## config.mk

```make
export PLATFORM = sky130hd
export DESIGN_NAME = fnd_decoder_flat
export DESIGN_NICKNAME = d
export VERILOG_FILES = /design/src/rtl/fnd_decoder_if.sv /design/src/rtl/fnd_decoder.sv /design/src/flat_wrapper.sv
export SDC_FILE = /design/constraint.sdc
export NUM_CORES = 1
export LEC_CHECK = 0
export ABC_AREA = 1
export BUFFER_PORTS_ARGS = -buffer_cell sky130_fd_sc_hd__buf_2
export CAP_MARGIN = 20
export CORE_AREA = 10 10 125 127
export DETAILED_ROUTE_END_ITERATION = 16
export DIE_AREA = 0 0 135 137
export PLACE_DENSITY = 0.76
export SETUP_SLACK_MARGIN = 0.3
export SLEW_MARGIN = 5
export SYNTH_ARGS = -nofsm -noshare
export SYNTH_HDL_FRONTEND = slang
export SYNTH_SLANG_ARGS = --single-unit
```

## constraint.sdc

```tcl
create_clock -name clk -period 3.6 [get_ports clk]
set_input_delay 1.08 -clock clk [delete_from_list [all_inputs] [get_ports clk]]
set_output_delay 1.08 -clock clk [all_outputs]
set_load 0.005 [all_outputs]
```

## src/rtl/fnd_decoder_if.sv

```systemverilog
// Multiplexed 4-digit 7-segment bus snooped by fnd_decoder.
// The scan driver owns the master side; the decoder only observes.
interface fnd_decoder_if;
  logic [3:0] fnd_com;
  logic [7:0] fnd_data;

  modport master (output fnd_com, output fnd_data);
  modport slave  (input  fnd_com, input  fnd_data);
endinterface

```

## src/rtl/fnd_decoder.sv

```systemverilog
// Rebuilds 4-digit frames from a scanned 7-segment bus and reports them as BCD and binary.
// Optional hex digits A..d are enabled by defining FND_DECODER_HEX_EN.
module fnd_decoder #(
  parameter int SETTLE_CYC  = 16,
  parameter int TIMEOUT_CYC = 1_000_000
) (
  input  logic               clk,
  input  logic               reset_n,
  fnd_decoder_if.slave       bus,
  output logic [15:0]        o_digits,
  output logic [7:0]         o_lo_bin,
  output logic [7:0]         o_hi_bin,
  output logic               o_dot,
  output logic               o_frame_valid,
  output logic               o_err,
  output logic               o_stale
);

  localparam int SW = $clog2(SETTLE_CYC + 1);
  localparam int TW = $clog2(TIMEOUT_CYC + 1);
  localparam logic [SW-1:0] SETTLE_MAX  = SW'(SETTLE_CYC);
  localparam logic [SW-1:0] SETTLE_LAST = SW'(SETTLE_CYC - 1);
  localparam logic [TW-1:0] TO_LAST     = TW'(TIMEOUT_CYC - 1);

  typedef enum logic [1:0] {SEG_DIGIT, SEG_BLANK, SEG_DOT, SEG_BAD} seg_kind_e;
  typedef struct packed {
    seg_kind_e  kind;
    logic [3:0] val;
  } seg_dec_t;

  function automatic seg_dec_t decode_seg(input logic [7:0] seg);
    seg_dec_t r;
    r.kind = SEG_DIGIT;
    r.val  = 4'd0;
    case (seg)
      8'hC0: r.val = 4'd0;
      8'hF9: r.val = 4'd1;
      8'hA4: r.val = 4'd2;
      8'hB0: r.val = 4'd3;
      8'h99: r.val = 4'd4;
      8'h92: r.val = 4'd5;
      8'h82: r.val = 4'd6;
      8'hF8: r.val = 4'd7;
      8'h80: r.val = 4'd8;
      8'h90: r.val = 4'd9;
`ifdef FND_DECODER_HEX_EN
      8'h88: r.val = 4'hA;
      8'h83: r.val = 4'hB;
      8'hC6: r.val = 4'hC;
      8'hA1: r.val = 4'hD;
`endif
      8'hFF: r.kind = SEG_BLANK;
      8'h7F: r.kind = SEG_DOT;
      default: r.kind = SEG_BAD;
    endcase
    return r;
  endfunction

  // Returns {valid, pos}; anything other than a single low bit is not a digit slot.
  function automatic logic [2:0] decode_pos(input logic [3:0] com);
    case (com)
      4'b1110: return {1'b1, 2'd0};
      4'b1101: return {1'b1, 2'd1};
      4'b1011: return {1'b1, 2'd2};
      4'b0111: return {1'b1, 2'd3};
      default: return 3'b000;
    endcase
  endfunction

  function automatic logic [7:0] mul10_add(input logic [3:0] tens, input logic [3:0] ones);
    return {1'b0, tens, 3'b000} + {3'b000, tens, 1'b0} + {4'b0000, ones};
  endfunction

  logic [11:0]   sync1_q, sync2_q, prev_q;
  logic [SW-1:0] settle_q, settle_d;
  logic [TW-1:0] to_q, to_d;
  logic [15:0]   dig_q, dig_d;
  logic [3:0]    seen_q, seen_d;
  logic          dot_pend_q, dot_pend_d;
  logic          err_pend_q, err_pend_d;
  logic [15:0]   digits_q, digits_d;
  logic [7:0]    lo_q, lo_d, hi_q, hi_d;
  logic          dot_q, dot_d, fv_q, fv_d, err_q, err_d, stale_q, stale_d;

  logic          stable_s, accept_s, pos_valid_s, frame_s;
  logic [1:0]    pos_s;
  seg_dec_t      dec_s;

  // Settle filter, slot decode, frame assembly and timeout next-state logic.
  always_comb begin
    stable_s    = (sync2_q == prev_q);
    accept_s    = stable_s && (settle_q == SETTLE_LAST);
    {pos_valid_s, pos_s} = decode_pos(sync2_q[11:8]);
    dec_s       = decode_seg(sync2_q[7:0]);

    settle_d    = settle_q;
    dig_d       = dig_q;
    seen_d      = seen_q;
    dot_pend_d  = dot_pend_q;
    err_pend_d  = err_pend_q;
    to_d        = to_q;
    digits_d    = digits_q;
    lo_d        = lo_q;
    hi_d        = hi_q;
    dot_d       = dot_q;
    err_d       = err_q;
    stale_d     = stale_q;
    fv_d        = 1'b0;
    frame_s     = 1'b0;

    if (!stable_s) begin
      settle_d = {SW{1'b0}};
    end else if (settle_q != SETTLE_MAX) begin
      settle_d = settle_q + SW'(1);
    end else begin
      settle_d = settle_q;
    end

    if (accept_s && pos_valid_s) begin
      case (dec_s.kind)
        SEG_DIGIT: begin
          dig_d[{pos_s, 2'b00} +: 4] = dec_s.val;
          seen_d[pos_s]              = 1'b1;
        end
        SEG_DOT: begin
          if (pos_s == 2'd2) begin
            dot_pend_d = 1'b1;
          end else begin
            dot_pend_d = dot_pend_q;
          end
        end
        SEG_BAD:   err_pend_d = 1'b1;
        SEG_BLANK: dot_pend_d = dot_pend_q;
        default:   err_pend_d = 1'b1;
      endcase
      frame_s = (dec_s.kind == SEG_DIGIT) && (seen_d == 4'hF);
    end else begin
      frame_s = 1'b0;
    end

    // The completing write itself is folded into the published frame.
    if (frame_s) begin
      digits_d   = dig_d;
      lo_d       = mul10_add(dig_d[7:4], dig_d[3:0]);
      hi_d       = mul10_add(dig_d[15:12], dig_d[11:8]);
      dot_d      = dot_pend_d;
      err_d      = err_pend_d;
      fv_d       = 1'b1;
      stale_d    = 1'b0;
      seen_d     = 4'h0;
      dot_pend_d = 1'b0;
      err_pend_d = 1'b0;
      to_d       = {TW{1'b0}};
    end else if (to_q == TO_LAST) begin
      stale_d    = 1'b1;
    end else begin
      to_d       = to_q + TW'(1);
    end
  end

  // State and output registers.
  always_ff @(posedge clk or negedge reset_n) begin
    if (!reset_n) begin
      sync1_q    <= 12'h000;
      sync2_q    <= 12'h000;
      prev_q     <= 12'h000;
      settle_q   <= {SW{1'b0}};
      to_q       <= {TW{1'b0}};
      dig_q      <= 16'h0000;
      seen_q     <= 4'h0;
      dot_pend_q <= 1'b0;
      err_pend_q <= 1'b0;
      digits_q   <= 16'h0000;
      lo_q       <= 8'h00;
      hi_q       <= 8'h00;
      dot_q      <= 1'b0;
      fv_q       <= 1'b0;
      err_q      <= 1'b0;
      stale_q    <= 1'b0;
    end else begin
      sync1_q    <= {bus.fnd_com, bus.fnd_data};
      sync2_q    <= sync1_q;
      prev_q     <= sync2_q;
      settle_q   <= settle_d;
      to_q       <= to_d;
      dig_q      <= dig_d;
      seen_q     <= seen_d;
      dot_pend_q <= dot_pend_d;
      err_pend_q <= err_pend_d;
      digits_q   <= digits_d;
      lo_q       <= lo_d;
      hi_q       <= hi_d;
      dot_q      <= dot_d;
      fv_q       <= fv_d;
      err_q      <= err_d;
      stale_q    <= stale_d;
    end
  end

  assign o_digits      = digits_q;
  assign o_lo_bin      = lo_q;
  assign o_hi_bin      = hi_q;
  assign o_dot         = dot_q;
  assign o_frame_valid = fv_q;
  assign o_err         = err_q;
  assign o_stale       = stale_q;

endmodule
```

## src/flat_wrapper.sv

```systemverilog
// flat-port wrapper written by rule: the top's interface ports become plain ports
module fnd_decoder_flat 
#(
  parameter int SETTLE_CYC  = 16,
  parameter int TIMEOUT_CYC = 1_000_000
)
  (clk, reset_n, o_digits, o_lo_bin, o_hi_bin, o_dot, o_frame_valid, o_err, o_stale, bus_fnd_com, bus_fnd_data);
  fnd_decoder_if bus_i ();
  input  logic clk;
  input  logic reset_n;
  output logic [15:0] o_digits;
  output logic [7:0] o_lo_bin;
  output logic [7:0] o_hi_bin;
  output logic o_dot;
  output logic o_frame_valid;
  output logic o_err;
  output logic o_stale;
  input wire logic [$bits(bus_i.fnd_com)-1:0] bus_fnd_com;
  input wire logic [$bits(bus_i.fnd_data)-1:0] bus_fnd_data;
  assign bus_i.fnd_com = bus_fnd_com;
  assign bus_i.fnd_data = bus_fnd_data;
  fnd_decoder #(.SETTLE_CYC(SETTLE_CYC), .TIMEOUT_CYC(TIMEOUT_CYC)) u_core (.clk(clk), .reset_n(reset_n), .bus(bus_i), .o_digits(o_digits), .o_lo_bin(o_lo_bin), .o_hi_bin(o_hi_bin), .o_dot(o_dot), .o_frame_valid(o_frame_valid), .o_err(o_err), .o_stale(o_stale));
endmodule
```

After elaboration in Yosys (flattened, before gate mapping)
Cells that the tools add are included.

cells by class
  add/subtract/negate cells = 7
  eq/ne operators = 26
  shift-type cells = 2
  reductions and logical operators = 8
  multiplexer cells = 27
  bitwise operators = 1
  order comparisons = 2

operator list
  operator                                              count
  == test 8 bit, second input constant                  11
  2-to-1 mux 20 bit                                     2
  case mux 4 bit (9 select lines)                       1
  2-to-1 mux 16 bit                                     2
  adder 20 x 1 -> 20 bit, second input constant         1
  == test 20 bit, second input constant                 1
  adder 7 x 5 -> 8 bit                                  2
  adder 8 x 4 -> 8 bit                                  2
  bitwise mux 16 bit                                    1
  == test 4 bit, second input constant                  4
  2-to-1 mux 4 bit                                      4
  variable shift 4 x 6 -> 16 bit, first input constant  1
  variable part select 4 x 6 -> 16 bit                  1
  == test 12 bit                                        1
  2-to-1 mux 1 bit                                      12
  case mux 3 bit (4 select lines)                       1
  2-to-1 mux 5 bit                                      2
  OR reduction 10 bit                                   1
  == test 8 x 7 -> 1 bit, second input constant         1
  == test 2 bit, second input constant                  3
  negator 4 -> 6 bit                                    1
  case mux 2 bit (3 select lines)                       1
  adder 5 x 1 -> 5 bit, second input constant           1
  == test 5 x 4 -> 1 bit, second input constant         1
  11 further kinds                                      15

storage, ports and cells
  register bits = 119
  input port bits = 14

Depth between registers and ports, before layout
Gate-level depths: netlist (run 1).

  depth after elaboration = 13
  mapped depth = 24

Worst setup path before layout (run 1)
No wires, ideal clock.

  kind = flip-flop to flip-flop
  from = reg u_core.sync2_q[9]
  to = reg u_core.hi_q[6], in the netlist u_core.o_hi_bin[6]
  cell stages (with the launch flop) = 21
  required time = 3.523 ns
  arrival = 3.398 ns
  period minus slack after synthesis = 3.476 ns
  setup time = 0.077 ns
  path slack = 0.124 ns
  path through = dfrtp_1 nand2_1 inv_1 nand3b_1 nand2_1 inv_1 ha_1 inv_1 nand2_1 nor2_1 nand2_1 o21ai_0 inv_1 fa_1 inv_1 fa_1 a31oi_1 inv_1 nand3_1 nand2_1 a21oi_1

on the way
  elaborated cells on any way between the ends = 27

RTL lines
  element                                                                                 line                source
  start, declared                                                                         fnd_decoder.sv:74   logic [11:0] sync1_q, sync2_q, prev_q;
  start signal, assigned                                                                  fnd_decoder.sv:182  sync2_q <= sync1_q;
  == test 4 x 3 -> 1 bit or == test 4 bit (tied branches)                                 fnd_decoder.sv:61   case (com)
  case mux 3 bit (4 select lines)                                                         fnd_decoder.sv:61
  negator 4 -> 6 bit                                                                      fnd_decoder.sv:122  dig_d[{pos_s, 2'b00} +: 4] = dec_s.val;
  variable part select 4 x 6 -> 16 bit or variable shift 4 x 6 -> 16 bit (tied branches)  fnd_decoder.sv:122
  bitwise mux 16 bit                                                                      fnd_decoder.sv:122
  2-to-1 mux 16 bit                                                                       fnd_decoder.sv:120  case (dec_s.kind)
  2-to-1 mux 16 bit (*)                                                                   fnd_decoder.sv:119  if (accept_s && pos_valid_s) begin
  net u_core.dig_d[14]                                                                    fnd_decoder.sv:77   logic [15:0] dig_q, dig_d;
  adder 7 x 5 -> 8 bit (*)                                                                fnd_decoder.sv:71   return {1'b0, tens, 3'b000} + {3'b000, tens, 1'b0} + {4'b0000, ones};
  adder 8 x 4 -> 8 bit (*)                                                                fnd_decoder.sv:71
  end signal, assigned                                                                    fnd_decoder.sv:192  hi_q <= hi_d;
  end, declared                                                                           fnd_decoder.sv:82   logic [7:0] lo_q, lo_d, hi_q, hi_d;

Mark *: on every way through the listed nets, which the timed path passes. The rest lies on a longest branch. The select of a mux whose other input is x is not followed.
A chain may end at the register's enable or synchronous reset.

Final worst setup path (run 1)
  from = reg u_core.sync2_q[8]
  to = reg u_core.hi_q[6], in the netlist u_core.o_hi_bin[6]

on the way
  elaborated cells on any way between the ends = 27

RTL lines
  element                                                                                 line
  == test 4 x 3 -> 1 bit or == test 4 bit (tied branches)                                 fnd_decoder.sv:61
  case mux 3 bit (4 select lines)                                                         fnd_decoder.sv:61
  negator 4 -> 6 bit                                                                      fnd_decoder.sv:122
  variable part select 4 x 6 -> 16 bit or variable shift 4 x 6 -> 16 bit (tied branches)  fnd_decoder.sv:122
  bitwise mux 16 bit                                                                      fnd_decoder.sv:122
  2-to-1 mux 16 bit                                                                       fnd_decoder.sv:120
  2-to-1 mux 16 bit (*)                                                                   fnd_decoder.sv:119
  net u_core.dig_d[10]                                                                    fnd_decoder.sv:77
  adder 8 x 4 -> 8 bit (*)                                                                fnd_decoder.sv:71

Marks and branches as above.

==> results.cfg, run 1 <==
[status]
status = finished clean

[clocking]
clockRootBuffer = clkbuf_16
path_clk_slew_ps = 50
cts_max_path_buffers = 2
cts_max_level = 4
cts_tree = yes
cts_sinks = 117
numCtsBuffers = 17
ctsHoldBuffers = 0
clk_latency_ps = 430

[sta]
final_hold_viol_count = 0
worst_pin_slew_ps = 784
tns_ps = 0
clock.fmax_mhz = 298
finalSetupViolations = 0
slew_viol_final = 0
rsz0062_at_grt = yes
finalCriticalPeriod_ps = 3360
slew_headroom_pct = 47.7
finalCritPeriodShare_pct = 93.3
fin_skew_ps = 8.12

[floorplanning]
die_x_um = 135
dieArea_um2 = 18500
fp.dieH_um = 137
rows = 42
start_util_pct = 44.3
io_pins = 50
fp.coreArea_um2 = 13100

[critical_path]
endpoint_kind = flip-flop
start_kind = flip-flop
crit_path_max_fanout = 7
required_ps = 3960
critical_path_class = reg2reg
cp_data_arrival_time_ps = 3720
ff2ff_setup_slack_ps = 240

[power_and_ir_drop]
leakage_uw = 0.00375
ir_drop_mv = 0.283
power_density_nw_per_um2 = 444

[placed_design]
gp_congestion = 0.896
post-dp-hpwl_mm = 8.74
postPlaceCellArea_um2 = 6300
portBuffers = 49

[route]
avgRoutedWirePerCell_um = 14.2
dr.pass1.iters = 6
drtIter0Drc = 422
antenna_left = 0
vias_per_cell = 4.92
drc = 0
drt-total-wl_mm = 13.7
vias = 4771

[synth]
synth_cells = 690
ys_seq_elements = 117
syn_area_um2 = 5800
syn_nets = 734
synth.distinct_cells = 34
yosys_warnings = 0
synth_area_per_cell_um2 = 8.40
ys_seq_area_share_pct = 50.5

[grt]
grt.total_usage_pct = 14.5
grt_overflow = 0
grt_pass1_wl_mm = 21.4
grt_max_degree = 64
grt_pass1_vias = 4665
antenna_found_initial = 0

[cells_and_area]
diodes = 0
fillers = 1072
fin_nets = 826
area_growth_pct = 27.5
drive_gt1_share_pct = 25.9
stdcell_area_um2 = 7390

[run]
cap_viol_max_count = 0

[worst_hold_path]
hold_class = reg2reg
critical path: stages (launching register included):
cell        delay, ps
dfrtp_1           420
nand2_2            80
inv_2              90
nand3b_1          100
nand2_2           120
clkinv_4           80
ha_4              350
clkinvlp_4        180
nor2_4            160
nand3_2           100
o21ai_2           210
ha_1              290
ha_4              180
fa_2              420
a31oi_4           200
inv_1              60
nand3_1            80
nand2_1            70
a21oi_2           100
layer usage:
metal / vias to the layer above / GRT usage, % / share of wire (%)
li1: 2362 / - / -
met1: 2242 / 16.8 / 44
met2: 126 / 23.7 / 49
met3: 41 / 4.77 / 4.8
met4: 0 / 7.30 / 2.7
met5: - / 0 / 0
synth_stat cells:
library cell  count  share of area, %
a31oi_1           2              0.22
nand4_1          19               2.0
nor2_4            2              0.39
fa_1              4               1.4
o21ai_0          18               1.6
nor4b_1           1              0.15
xnor2_1           8               1.2
inv_4             1              0.11
inv_2             7              0.45
o21ai_1          19               1.6
o21a_1            1              0.13
clkbuf_1          1             0.065
nand3_2           3              0.52
nand4_4           1              0.37
buf_6             2              0.39
o21bai_1          1              0.13
inv_1            81               5.2
nand3b_1          2              0.26
xor2_1           11               1.7
nor2_2            5              0.54
nand3_1          37               3.2
a21oi_1           9              0.78
nor2_1           65               4.2
nor4_1            2              0.22
ha_1             26               5.6
buf_4             5              0.65
buf_2             4              0.35
clkinv_1          1             0.065
nand2_1         209                14
nor3b_1           1              0.13
nand2_2           6              0.65
or2_2             3              0.32
nor3_1           16               1.4
dfrtp_1         117                50
flip-flops by register name, indices dropped and copies added, names as in the netlist:
signal / count
u_core.seen_q: 4
u_core.err_pend_q: 1
u_core.sync1_q: 12
u_core.o_err: 1
u_core.o_stale: 1
u_core.o_frame_valid: 1
u_core.o_digits: 14
u_core.dot_pend_q: 1
u_core.prev_q: 12
u_core.to_q: 20
u_core.dig_q: 16
u_core.settle_q: 5
u_core.o_dot: 1
u_core.sync2_q: 12
u_core.o_hi_bin: 8
u_core.o_lo_bin: 8
kinds of logic (layout without fill, tap and decap cells):
group           after synthesis  count (layout)  share of synthesized area, %
buf+inv                     102             205                          7.31
simple gates                372             373                          27.9
flops                       117             117                          50.5
compound gates               50              50                          4.44
fa+ha+maj                    30              30                          6.99
xor+xnor                     19              19                          2.87
area by class of cell:
class / instances / area [um^2] / area share [%]
clock buffers: 22 / 474 / 6.41
clock inverters: 9 / 150 / 2.03
inverters: 90 / 354 / 4.79
multi-input cells: 472 / 2740 / 37.1
flip-flops and latches: 117 / 2940 / 39.7
well taps: 176 / 220 / 2.98
repair buffers: 84 / 518 / 7.01
path summary, 6_finish.rpt:
kind / from / to / cells past startpoint
min in group asynchronous: reset_n / u_core.sync1_q[6] / 1
worst max register to register: u_core.sync2_q[8] / u_core.o_hi_bin[6] / 18
max in group asynchronous: reset_n / u_core.o_digits[7] / 2
worst min register to register: u_core.sync1_q[9] / u_core.sync2_q[9] / 0
worst min-delay path: u_core.sync1_q[9] / u_core.sync2_q[9] / 0
worst max-delay path: u_core.sync2_q[8] / u_core.o_hi_bin[6] / 18
through the flow:
step                      total power [uW]  std cells  hold slack (ps)  utilization [%]  setup slack, ps
after floorplan                       1430        690              331                -              324
after global placement                1480        917              332             48.2              164
after detailed placement              1490        917              335             48.2             23.6
after CTS                             3280        956              346             54.2              303
after global routing                  3380        970              352             56.5             29.1
final                                 3280        970              344             56.5              241
power breakdown:
group	switching (uW)	total [uW]	internal [uW]
sequential	18.6	1360	1340
combinational	90.6	139	48.1
clock	584	1790	1200
total	693	3280	2590
cell usage in the layout (no fill, tap or decap), types with 3 or more instances in the layout:
cell type / Yosys / routed
clkbuf_16: 0 / 17
o21ai_0: 18 / 11
nor2_1: 65 / 53
clkbuf_8: 0 / 3
buf_2: 4 / 48
xnor2_1: 8 / 8
ha_4: 0 / 3
xor2_1: 11 / 11
nand2_1: 209 / 200
o21ai_2: 0 / 4
dfrtp_1: 117 / 110
clkinvlp_4: 0 / 3
buf_4: 5 / 34
nand3_4: 0 / 4
nand3_2: 3 / 7
ha_1: 26 / 20
nor2_2: 5 / 12
bufinv_16: 0 / 4
nor2_4: 2 / 7
ha_2: 0 / 3
nand4_1: 19 / 19
a21oi_1: 9 / 8
nor3_1: 16 / 15
nand2_2: 6 / 15
dfrtp_2: 0 / 7
inv_2: 7 / 14
nand3_1: 37 / 30
or2_2: 3 / 3
inv_1: 81 / 71
clkinv_2: 0 / 3
o21ai_1: 19 / 20
what timing repair did:
item                       CTS  global route
pin swaps                    6            30
gates cloned                 1             0
setup endpoints to repair    8            10
gates resized for setup     28            60
buffers inserted             7            14
(Power assumes the default switching activity.)
==> inputs of run 2 (changes only) <==
--- a/config.mk
+++ b/config.mk
@@ -11,7 +11,7 @@
 export CORE_AREA = 10 10 125 127
 export DETAILED_ROUTE_END_ITERATION = 16
 export DIE_AREA = 0 0 135 137
-export PLACE_DENSITY = 0.76
+export PLACE_DENSITY = 0.74
 export SETUP_SLACK_MARGIN = 0.3
 export SLEW_MARGIN = 5
 export SYNTH_ARGS = -nofsm -noshare
==> constraint.sdc (replaced) <==
create_clock -name clk -period 3.5 [get_ports clk]
set_input_delay 1.05 -clock clk [delete_from_list [all_inputs] [get_ports clk]]
set_output_delay 1.05 -clock clk [all_outputs]
set_load 0.005 [all_outputs]
==> run 2 against run 1 <==
Against the previous run: power rose by 4.4%; final area up 1.7%; count of clock-buffer cells in the layout increased by 3; critical path type unchanged; largest cell class unchanged.
==> results.cfg, run 2 (synthesized netlist as in run 1, its figures left out) <==
[route]
avgRoutedWirePerCell_um = 14.0
antenna_left = 0
drt-total-wl_mm = 13.6
wl_met2_mm = 6.67
highest_layer = met4
drtIter0Drc = 264
vias = 4877
dr.pass1.iters = 5
wl_met3_um = 644
wl_met1_mm = 5.85
vias_per_cell = 5.02
drc = 0

[cells_and_area]
stdcell_count = 971
drive_gt1_share_pct = 27.5
largest_register_ffs = 20
fillers = 1069
top_register = u_core.to_q
stdcell_area_um2 = 7520
fin_nets = 826
layout_commonest_cell = nand2_1
diodes = 0
area_growth_pct = 29.7
layout_common_cells = nand2_1 (192), dfrtp_1 (110), inv_1 (71)

[power_and_ir_drop]
seqPwrFrac_pct = 40.7
ir_drop_mv = 0.329
pwr-share-comb_pct = 4.5
leakage_uw = 0.00382
p_total_uw = 3430
p_sw_uw = 708
pwr-share-clk_pct = 54.7
switching_share_pct = 20.7
intPower_uw = 2720
power_density_nw_per_um2 = 456

[placed_design]
post-dp-hpwl_mm = 8.78
gp_congestion = 0.864
place_inst = 913
postPlaceCellArea_um2 = 6300
portBuffers = 49

[worst_hold_path]
hold_class = reg2reg

[critical_path]
crit_path_max_fanout = 8
endpoint_kind = flip-flop
critical_path_class = reg2reg
start_kind = flip-flop
cp_data_arrival_time_ps = 3570
required_ps = 3850
ff2ff_setup_slack_ps = 280

[clocking]
path_clk_slew_ps = 50
cts_sinks = 117
cts_max_level = 4
cts_tree = yes
cts_max_path_buffers = 2
clk_latency_ps = 420
numCtsBuffers = 17
clockRootBuffer = clkbuf_16

[grt]
grt_pass1_vias = 4833
grt_overflow = 0
grt_pass1_wl_mm = 22.2
grt.total_usage_pct = 14.8
grt_max_degree = 54
antenna_found_initial = 0

[status]
status = finished clean

[sta]
worst_pin_slew_ps = 667
slew_viol_final = 0
clock.fmax_mhz = 311
finalCritPeriodShare_pct = 91.9
rsz0062_at_grt = yes
final_hold_viol_count = 0
finalCriticalPeriod_ps = 3220
slew_headroom_pct = 55.5
fin_skew_ps = 7.22
tns_ps = 0
finalSetupViolations = 0

[floorplanning]
fp.coreArea_um2 = 13100
dieArea_um2 = 18500
die_x_um = 135
fp.dieH_um = 137
start_util_pct = 44.3
io_pins = 50
rows = 42

[run]
cap_viol_max_count = 0
run 2: cell count changes in the layout (fill, tap and decap cells not counted), sizes merged:
cell / delta
clkinvlp: -2
clkinv: -3
clkbuf: +3
inv: +3
buf: +1
nand3: -1
run 2: final timing paths:
path	startpoint	depth (start not counted)	to
worst max-delay path	u_core.sync2_q[8]	20	u_core.o_hi_bin[6]
worst min-delay path	u_core.sync1_q[10]	0	u_core.sync2_q[10]
worst max register to register	u_core.sync2_q[8]	20	u_core.o_hi_bin[6]
worst min register to register	u_core.sync1_q[10]	0	u_core.sync2_q[10]
max in group asynchronous	reset_n	2	u_core.dig_q[6]
min in group asynchronous	reset_n	1	u_core.sync1_q[5]
run 2: power groups by stage:
stage | sequential (uW) | combinational [uW] | clock (uW)
finish | 1400 | 156 | 1880
CTS | 1390 | 132 | 1900
global placement | 1420 | 111 | 0
detailed placement | 1420 | 113 | 0
global route | 1400 | 175 | 1960
floorplan | 1410 | 62.7 | 0
run 2: layer usage:
layer,up-vias,global-route usage (%)
met4,0,7.30
met1,2315,16.9
met2,154,25.0
met5,-,0
li1,2363,-
met3,45,4.07
run 2: worst max-delay path: stages, from the launching register on:
cell and delay, ps:
dfrtp_1 420, nand2_1 100, inv_2 90, nand3b_1 90, nand2_2 120, inv_6 70
ha_4 180, inv_6 70, nand2_1 70, nor2_2 190, nand2_2 80, o21ai_4 170
inv_2 70, fa_1 500, inv_2 60, fa_2 420, a31oi_4 150, inv_1 50
nand3_1 70, nand2_1 60, a21oi_2 100
run 2: final cells by class:
class                           instances  area, um^2  share of cell area (%)
Sequential cell                       117        2940                    39.1
Multi-Input combinational cell        471        2800                    37.3
Timing Repair Buffer                   85         554                    7.37
Clock buffer                           25         505                    6.72
Inverter                               90         358                    4.76
Tap cell                              176         220                    2.93
Clock inverter                          7         141                    1.88
run 2: what timing repair did:
item                                    4_1_cts  5_1_grt
resized for setup                            44       60
cloned                                        0        0
endpoints found under the setup margin        9       10
buffers inserted                             15       11
pin swaps                                    15       16
hold buffers                                  0        0
run 2: metrics by stage:
step                worst slack [ps]  util (%)  hold slack (ps)
CTS                              287      55.4              347
floorplan                        305         -              331
global route                    66.3      57.5              353
global placement                 103      48.2              332
finish                           283      57.5              344
detailed placement              2.58      48.2              336
==> inputs of run 3 (changes only) <==
--- a/config.mk
+++ b/config.mk
@@ -12,6 +12,7 @@
 export DETAILED_ROUTE_END_ITERATION = 16
 export DIE_AREA = 0 0 135 137
 export PLACE_DENSITY = 0.74
+export REMOVE_ABC_BUFFERS = 1
 export SETUP_SLACK_MARGIN = 0.3
 export SLEW_MARGIN = 5
 export SYNTH_ARGS = -nofsm -noshare
==> run 3 against run 2 <==
Against the previous run: worst hold slack about the same; clock power shrank 4%; worst setup slack got worse by 180 ps; utilization is 1.5 points higher; largest cell class unchanged.
==> results.cfg, run 3 (synthesized netlist as in run 1, its figures left out) <==
[cells_and_area]
area_growth_pct = 33.1
layout_common_cells = nand2_1 (194), dfrtp_1 (107), inv_1 (69)
drive_gt1_share_pct = 32.2
fillers = 994
top_register = u_core.to_q
layout_commonest_cell = nand2_1
largest_register_ffs = 20
fin_nets = 853
stdcell_area_um2 = 7720
diodes = 0

[sta]
timing.final.ws_setup_ps = 103
final_hold_viol_count = 0
fin_hold_ws_ps = 344
finalCritPeriodShare_pct = 97.1
fin_skew_ps = 7.52
finalSetupViolations = 0
finalCriticalPeriod_ps = 3400
worst_pin_slew_ps = 692
slew_viol_final = 0
tns_ps = 0
slew_headroom_pct = 53.8
clock.fmax_mhz = 294
rsz0062_at_grt = yes

[placed_design]
portBuffers = 49
post-dp-hpwl_mm = 8.96
gp_congestion = 0.939
post-place-ws_ps = -33.2
postPlaceCellArea_um2 = 6380

[critical_path]
critPathSlowestCell = fa_1
crit_family = simple AND/OR/NAND/NOR gates
endpoint_kind = flip-flop
required_ps = 3840
cp_slowest_stage_delay_ps = 540
cp_data_arrival_time_ps = 3740
path_buf_inv = 5
crit_top_cell = nand2_2
rr_worst_depth = 21
crit_path_max_fanout = 7
critical_path_class = reg2reg
crit_chain = inv_4 > nand2_1 > nor2_1 > nand2_2 > nand2_2 > nor2_4 > nand3_4 > buf_12 > nand2_2 > nor2_2 > nand3_2 > nand2_2 > inv_2 > fa_1 > inv_2 > fa_2 > a31oi_4 > inv_2 > nand3_2 > nand2_2 > a21oi_2
cp_num_cells = 21
start_kind = flip-flop

[clocking]
ctsHoldBuffers = 0
cts_max_path_buffers = 2
cts_tree = yes
clockRootBuffer = clkbuf_16
cts_max_level = 4
numCtsBuffers = 17
clk_latency_ps = 420
path_clk_slew_ps = 60
cts_sinks = 117

[floorplanning]
dieArea_um2 = 18500
fp.dieH_um = 137
rows = 42
die_x_um = 135
start_util_pct = 44.3
io_pins = 50
fp.coreArea_um2 = 13100

[grt]
grt.total_usage_pct = 15.3
grt_pass1_vias = 5077
grt_max_degree = 54
grt_overflow = 0
antenna_found_initial = 0
grt_pass1_wl_mm = 23.5

[route]
drt-total-wl_mm = 15.1
vias = 5073
avgRoutedWirePerCell_um = 15.2
dr.pass1.iters = 5
drc = 0
vias_per_cell = 5.08
drtIter0Drc = 316
antenna_left = 0

[power_and_ir_drop]
leakage_uw = 0.00391
ir_drop_mv = 0.341
power_density_nw_per_um2 = 435

[worst_hold_path]
min_path_cells = 0
hold_class = reg2reg

[run]
cap_viol_max_count = 0

[status]
status = finished clean
run 3: metrics by stage:
stage	utilization [%]	cells	total power (uW)
after floorplan	-	678	1470
after global placement	48.7	929	1530
after detailed placement	48.7	929	1530
after CTS	55.9	979	3340
after global routing	59.0	998	3450
final	59.0	998	3360
run 3: final timing paths:
check | from | endpoint | slack (ps)
max | u_core.sync2_q[2] | u_core.o_hi_bin[6] | 100
min | u_core.sync1_q[1] | u_core.sync2_q[1] | 340
max reg2reg | u_core.sync2_q[2] | u_core.o_hi_bin[6] | 100
min reg2reg | u_core.sync1_q[1] | u_core.sync2_q[1] | 340
max in group asynchronous | reset_n | u_core.settle_q[4] | 2010
min in group asynchronous | reset_n | u_core.dig_q[13] | 650
run 3: routing by layer:
layer	up-vias	part of all wire, %	global-route usage [%]
li1	2429	-	-
met1	2411	43	18.6
met2	184	49	25.0
met3	49	5.0	4.14
met4	0	3.0	6.76
met5	-	0	0
run 3: where the power goes:
part           internal (uW)  switching, uW  total (uW)
registers               1380           22.0        1400
logic                   59.5            100         160
clock network           1140            656        1800
total                   2580            778        3360
run 3: cell type report:
class | instances | area, um^2 | area share [%]
clock buffers | 18 | 439 | 5.69
clock inverters | 14 | 174 | 2.25
inverters | 90 | 354 | 4.59
multi-input cells | 471 | 2850 | 36.9
flip-flops and latches | 117 | 2940 | 38.1
well taps | 176 | 220 | 2.85
repair buffers | 112 | 744 | 9.64
run 3: timing repair:
action	4_1_cts	5_1_grt
pin swaps	21	33
cloned	0	0
resized for setup	54	76
endpoints found under the setup margin	10	10
setup buffers	18	19
